==> src/rtl/led_mode_controller_if.sv <==
// Signal bundle between the button debouncer / switch bank and the LED mode controller.
// The master drives the button and switches; the slave drives the LEDs, mode and tick.
interface led_mode_controller_if #(
    parameter int N_LEDS = 8
);
    logic              button_center_db;
    logic [N_LEDS-1:0] switches;
    logic [N_LEDS-1:0] leds;
    logic [1:0]        mode;
    logic              tick;

    modport master (
        output button_center_db,
        output switches,
        input  leds,
        input  mode,
        input  tick
    );

    modport slave (
        input  button_center_db,
        input  switches,
        output leds,
        output mode,
        output tick
    );
endinterface

==> src/rtl/led_mode_controller.sv <==
// Button-driven four-mode LED sequencer (OFF, MIRROR, ROTATE, BLINK).
// The MIRROR and BLINK modes take the LED pattern from the switches; ROTATE and BLINK step on a divided tick.
module led_mode_controller #(
    parameter int N_LEDS   = 8,
    parameter int TICK_DIV = 25_000_000
) (
    input  logic                  clk,
    input  logic                  rst,
    led_mode_controller_if.slave  bus
);
    typedef enum logic [1:0] {
        MODE_OFF    = 2'd0,
        MODE_MIRROR = 2'd1,
        MODE_ROTATE = 2'd2,
        MODE_BLINK  = 2'd3
    } mode_t;

    localparam int              CNT_W    = $clog2(TICK_DIV);
    localparam logic [CNT_W-1:0] CNT_LAST = CNT_W'(TICK_DIV - 1);

    mode_t             state;
    mode_t             next_state;
    logic [N_LEDS-1:0] leds_q;
    logic [CNT_W-1:0]  cnt;
    logic              tick_q;
    logic              phase;
    logic              btn_prev;
    logic              press;
    logic              tick_hit;
    logic              next_phase;

    always_comb begin
        press      = bus.button_center_db & ~btn_prev;
        tick_hit   = (cnt == CNT_LAST);
        next_state = mode_t'(state + 2'd1);
        next_phase = phase ^ tick_hit;
    end

    // NOTE: all state lives in one clocked block with non-blocking assignments, so every
    // register samples the pre-edge values of the others and the order of statements is irrelevant.
    always_ff @(posedge clk or negedge rst) begin
        if (!rst) begin
            state    <= MODE_OFF;
            leds_q   <= '0;
            cnt      <= '0;
            tick_q   <= 1'b0;
            phase    <= 1'b0;
            // Starting high hides a button already held when reset releases.
            btn_prev <= 1'b1;
        end else begin
            btn_prev <= bus.button_center_db;
            if (press) begin
                // A press overrides a coincident tick: restart the divider and apply the new mode's entry rule.
                state  <= next_state;
                cnt    <= '0;
                tick_q <= 1'b0;
                case (next_state)
                    MODE_OFF:    leds_q <= '0;
                    MODE_MIRROR: leds_q <= bus.switches;
                    MODE_ROTATE: leds_q <= N_LEDS'(1);
                    MODE_BLINK: begin
                        phase  <= 1'b1;
                        leds_q <= bus.switches;
                    end
                    default:     leds_q <= '0;
                endcase
            end else begin
                tick_q <= tick_hit;
                cnt    <= tick_hit ? '0 : cnt + 1'b1;
                case (state)
                    MODE_OFF:    leds_q <= '0;
                    MODE_MIRROR: leds_q <= bus.switches;
                    MODE_ROTATE: begin
                        if (tick_hit) leds_q <= {leds_q[N_LEDS-2:0], leds_q[N_LEDS-1]};
                    end
                    MODE_BLINK: begin
                        phase  <= next_phase;
                        leds_q <= next_phase ? bus.switches : '0;
                    end
                    default:     leds_q <= '0;
                endcase
            end
        end
    end

    assign bus.leds = leds_q;
    assign bus.mode = state;
    assign bus.tick = tick_q;
endmodule

==> src/flat_wrapper.sv <==
// flat-port wrapper written by rule: the top's interface ports become plain ports
module led_mode_controller_flat 
#(
    parameter int N_LEDS   = 8,
    parameter int TICK_DIV = 25_000_000
)
  (clk, rst, bus_button_center_db, bus_switches, bus_leds, bus_mode, bus_tick);
  led_mode_controller_if #(.N_LEDS(N_LEDS)) bus_i ();
  input  logic clk;
  input  logic rst;
  input wire logic [$bits(bus_i.button_center_db)-1:0] bus_button_center_db;
  input wire logic [$bits(bus_i.switches)-1:0] bus_switches;
  output wire logic [$bits(bus_i.leds)-1:0] bus_leds;
  output wire logic [$bits(bus_i.mode)-1:0] bus_mode;
  output wire logic [$bits(bus_i.tick)-1:0] bus_tick;
  assign bus_i.button_center_db = bus_button_center_db;
  assign bus_i.switches = bus_switches;
  assign bus_leds = bus_i.leds;
  assign bus_mode = bus_i.mode;
  assign bus_tick = bus_i.tick;
  led_mode_controller #(.N_LEDS(N_LEDS), .TICK_DIV(TICK_DIV)) u_core (.clk(clk), .rst(rst), .bus(bus_i));
endmodule
==> config.mk <==
export PLATFORM = sky130hd
export DESIGN_NAME = led_mode_controller_flat
export DESIGN_NICKNAME = d
export VERILOG_FILES = /design/src/rtl/led_mode_controller_if.sv /design/src/rtl/led_mode_controller.sv /design/src/flat_wrapper.sv
export SDC_FILE = /design/constraint.sdc
export NUM_CORES = 1
export LEC_CHECK = 0
export CAP_MARGIN = 40
export CORE_MARGIN = 5
export CORE_UTILIZATION = 56
export CTS_CLUSTER_SIZE = 12
export DETAILED_ROUTE_END_ITERATION = 16
export GPL_TIMING_DRIVEN = 0
export PLACE_DENSITY = 0.79
export SLEW_MARGIN = 20
export SYNTH_ARGS = -nofsm -noshare
export SYNTH_HDL_FRONTEND = slang
export SYNTH_SLANG_ARGS = --single-unit
==> constraint.sdc <==
create_clock -name clk -period 2.5 [get_ports clk]
set_input_delay 0.375 -clock clk [delete_from_list [all_inputs] [get_ports clk]]
set_output_delay 0.375 -clock clk [all_outputs]
set_load 0.1 [all_outputs]
==> results of run 1 <==
## power by group
part | switching, W | internal, W
Clock | 0.000203 | 0.000298
Combinational | 0.000794 | 0.000475
Sequential | 0.000101 | 0.000716
Total | 0.00110 | 0.00149
## final cells by class
cell class,count,area (um2)
well taps,48,60.06
fillers,261,982.2
inverters,7,26.28
flip-flops and latches,38,954.7
repair buffers,33,397.9
clock inverters,1,30.03
plain buffers,7,27.53
clock buffers,7,76.32
multi-input cells,159,1051
## timing repair
| item | in CTS | in global routing |
|---|---|---|
| endpoints found under the setup margin | 1 | 2 |
| pin swaps | 0 | 0 |
| gates resized for setup | 1 | 0 |
| hold buffers | 0 | 0 |
## cell usage after synthesis (all sizes together) (3+ instances only)
cell type   n  area share (%)
nand4       6             1.8
dfrtp      37              45
ha          5             3.0
nor2       30             5.5
nand2      14             2.7
and3        7             2.3
nor3       14             3.4
a21oi       4            0.97
nand2b      3            0.91
xnor2      19             8.1
xor2        5             2.1
inv         7             1.3
and4        3             1.4
a22oi       5             1.8
nor4        9             3.8
nand3       9             2.2
o311ai      3             1.3
a221o       5             2.4
clkbuf      6             1.1
nor2b       3            0.91
## kinds of logic (layout without fill, tap and decap cells)
group | Yosys count | in the layout | share of synthesized area, %
multiplexers | 2 | 2 | 0.9733
adder cells (fa/ha/maj) | 5 | 5 | 3.041
buffers and inverters | 15 | 55 | 2.798
AND/OR/NAND/NOR | 103 | 103 | 27.25
AO/OA/AOI/OAI | 25 | 25 | 9.429
flip-flops | 38 | 38 | 46.29
XOR/XNOR | 24 | 24 | 10.22
## worst min-delay path by stage
stage          cells past startpoint  slack (ns)                             end
5_1_grt                            1        0.05        u_core.cnt[19]$_DFF_PN0_
3_5_place_dp                       1        0.35        u_core.cnt[19]$_DFF_PN0_
3_3_place_gp                       1        0.50        u_core.phase$_DFFE_PN0P_
4_1_cts                            1        0.03         u_core.cnt[6]$_DFF_PN0_
6_report                           1        0.03        u_core.cnt[19]$_DFF_PN0_
2_1_floorplan                      0        0.08  u_core.bus.leds[0]$_DFFE_PN0P_
## per-layer routing
layer | global-route usage, % | part of all wire [%] | up-vias
met5 | 0 | 0 | -
met4 | 5.846 | 1.2 | 0
met3 | 5.256 | 3.8 | 6
met2 | 34.20 | 49 | 32
met1 | 24.77 | 46 | 839
li1 | - | - | 843
## through the flow
step                      power (W)  std cells  setup WS (ns)  util [%]  area [um2]
after global routing       0.002729        300        0.06282     72.76        2624
after detailed placement   0.002091        293        0.02342     69.81        2517
final                      0.002587        300         0.1678     72.76        2624
after floorplan            0.001613        212         0.1559         -        2059
after CTS                  0.002606        301         0.1265     72.87        2628
after global placement     0.001866        281        0.05527     64.61        2330
## layout by cell type (no fill, tap or decap), types with 6 or more instances in the layout
cell type / n
nand3_1: 9
buf_8: 11
dfrtp_1: 35
nand4_1: 6
nor4_1: 7
inv_1: 7
nor2_1: 30
clkbuf_1: 8
xnor2_1: 19
nor3_1: 14
clkdlybuf4s50_1: 20
nand2_1: 13
## flip-flops by register name (all words and copies together), names as in the netlist
register and flops:
u_core.btn_prev 1, u_core.bus.leds 8, u_core.bus.mode 2, u_core.bus.tick 1
u_core.cnt 25, u_core.phase 1
==> impl_metrics.py, run 1 <==
metrics = {
    "die": {
        "core.rowCount": 22,
        "core_area_um2": 3606,
        "dieArea_um2": 4985,
        "die_height_um": 70.61,
        "die_x_um": 70.61,
        "initial_core_util_pct": 57.04,
        "pin_count": 22,
    },
    "flow_run": {
        "cap_violations": 0,
    },
    "detailed_routing": {
        "routed_wl_um": 4483,
        "wl_per_cell_um": 14.94,
        "drcViolationCount": 0,
        "num_vias": 1720,
        "drtIter0Drc": 116,
        "first_pass_iters": 4,
        "vias_per_cell": 5.733,
        "ant_nets": 0,
    },
    "critical_path": {
        "crit_type": "reg -> reg",
        "rr_startpoint": "u_core.cnt[9]$_DFF_PN0_",
        "rr_worst_depth": 5,
        "timing.critical_path.from_type": "flip-flop",
        "crit_chain": "or4b_4, nor4_4, nand2_2, a311o_1, a221o_1",
        "r2r_end": "u_core.bus.leds[2]$_DFFE_PN0P_",
        "critPathLaunch": "u_core.cnt[9]$_DFF_PN0_",
        "critPathTopFamily": "simple AND/OR/NAND/NOR gates",
        "slowest_delay_ns": 0.57,
        "cp_slowest_cell": "or4b_4",
        "critPathMaxFanout": 6,
        "cp.arrival_ns": 2.50,
        "crit_buf_inv": 0,
        "reg2reg_setup_slack_ns": 0.17,
        "cp-endpoint": "u_core.bus.leds[2]$_DFFE_PN0P_",
        "worstPathRequired_ns": 2.67,
        "crit_cells": 5,
        "crit_path_end_kind": "flip-flop",
    },
    "clock_network": {
        "h-tree-depth": 2,
        "cts.clk_slew.worst_paths_ns": 0.07,
        "clkSinkCount": 38,
        "clk_latency_ns": 0.29,
        "root_buffer": "clkbuf_8",
        "post_cts_buffers": 0,
        "cts_tree": "yes",
        "cts_made_buffers": 5,
        "cts_buffer_depth": 2,
    },
    "synth": {
        "syn_inst": 212,
        "ys_seq_area_share_pct": 46.29,
        "yosys.cell_types.count": 40,
        "mappedNetlistArea_um2": 2057,
        "ys_ff_latch": 38,
        "ys.flop_type": "dfrtp_1",
        "avgSynthCellArea_um2": 9.703,
        "synth_edf_count": 0,
        "syn-num-nets": 228,
        "synthArstFlopShare_pct": 100.0,
        "ys_warn_count": 0,
    },
    "global_routing": {
        "grt-ovfl-total": 0,
        "antenna_found_initial": 0,
        "track_usage_pct": 19.92,
        "grt_pass1_wl_um": 8038,
        "grt_pass1_vias": 1761,
        "grt_max_degree": 22,
    },
    "timing": {
        "slew_viol_final": 0,
        "whs_ns": 0.02552,
        "finalHoldViolCount": 0,
        "slew_headroom_pct": 65.88,
        "post-route-period-util_pct": 93.29,
        "worst_slew_pin_slew_ns": 0.5079,
        "setup-violations-final": 0,
        "finalSetupTns_ns": 0,
        "rsz0062_at_grt": "no",
        "finClkSkew_ns": 0.004909,
        "fin_crit_ns": 2.332,
        "fmax_ghz": 0.4288,
    },
    "placement": {
        "gp_congestion": 0.8041,
        "dp_hpwl_um": 3291,
        "port_buffers": 21,
    },
    "pwr": {
        "vdd_drop_max_mv": 0.7327,
        "p_leak_nw": 1.083,
        "p_per_area_nw_per_um2": 985.9,
    },
    "finish": {
        "num-nets-final": 267,
        "area.growth.synth_to_final_pct": 27.55,
        "diodes": 0,
        "drive_above_1_share_pct": 13.10,
    },
    "min_path": {
        "hp-class": "in -> async",
    },
    "outcome": {
        "status": "complete, no violations",
    },
}
Note: power is estimated with default switching activity, not from simulation.
==> run 2, diff against run 1 <==
--- a/config.mk
+++ b/config.mk
@@ -10,6 +10,7 @@
 export CORE_UTILIZATION = 56
 export CTS_CLUSTER_SIZE = 12
 export DETAILED_ROUTE_END_ITERATION = 16
+export GPL_ROUTABILITY_DRIVEN = 0
 export GPL_TIMING_DRIVEN = 0
 export PLACE_DENSITY = 0.79
 export SLEW_MARGIN = 20
==> results of run 2 <==
Final layout, timing and power as in run 1 (identical DEF).
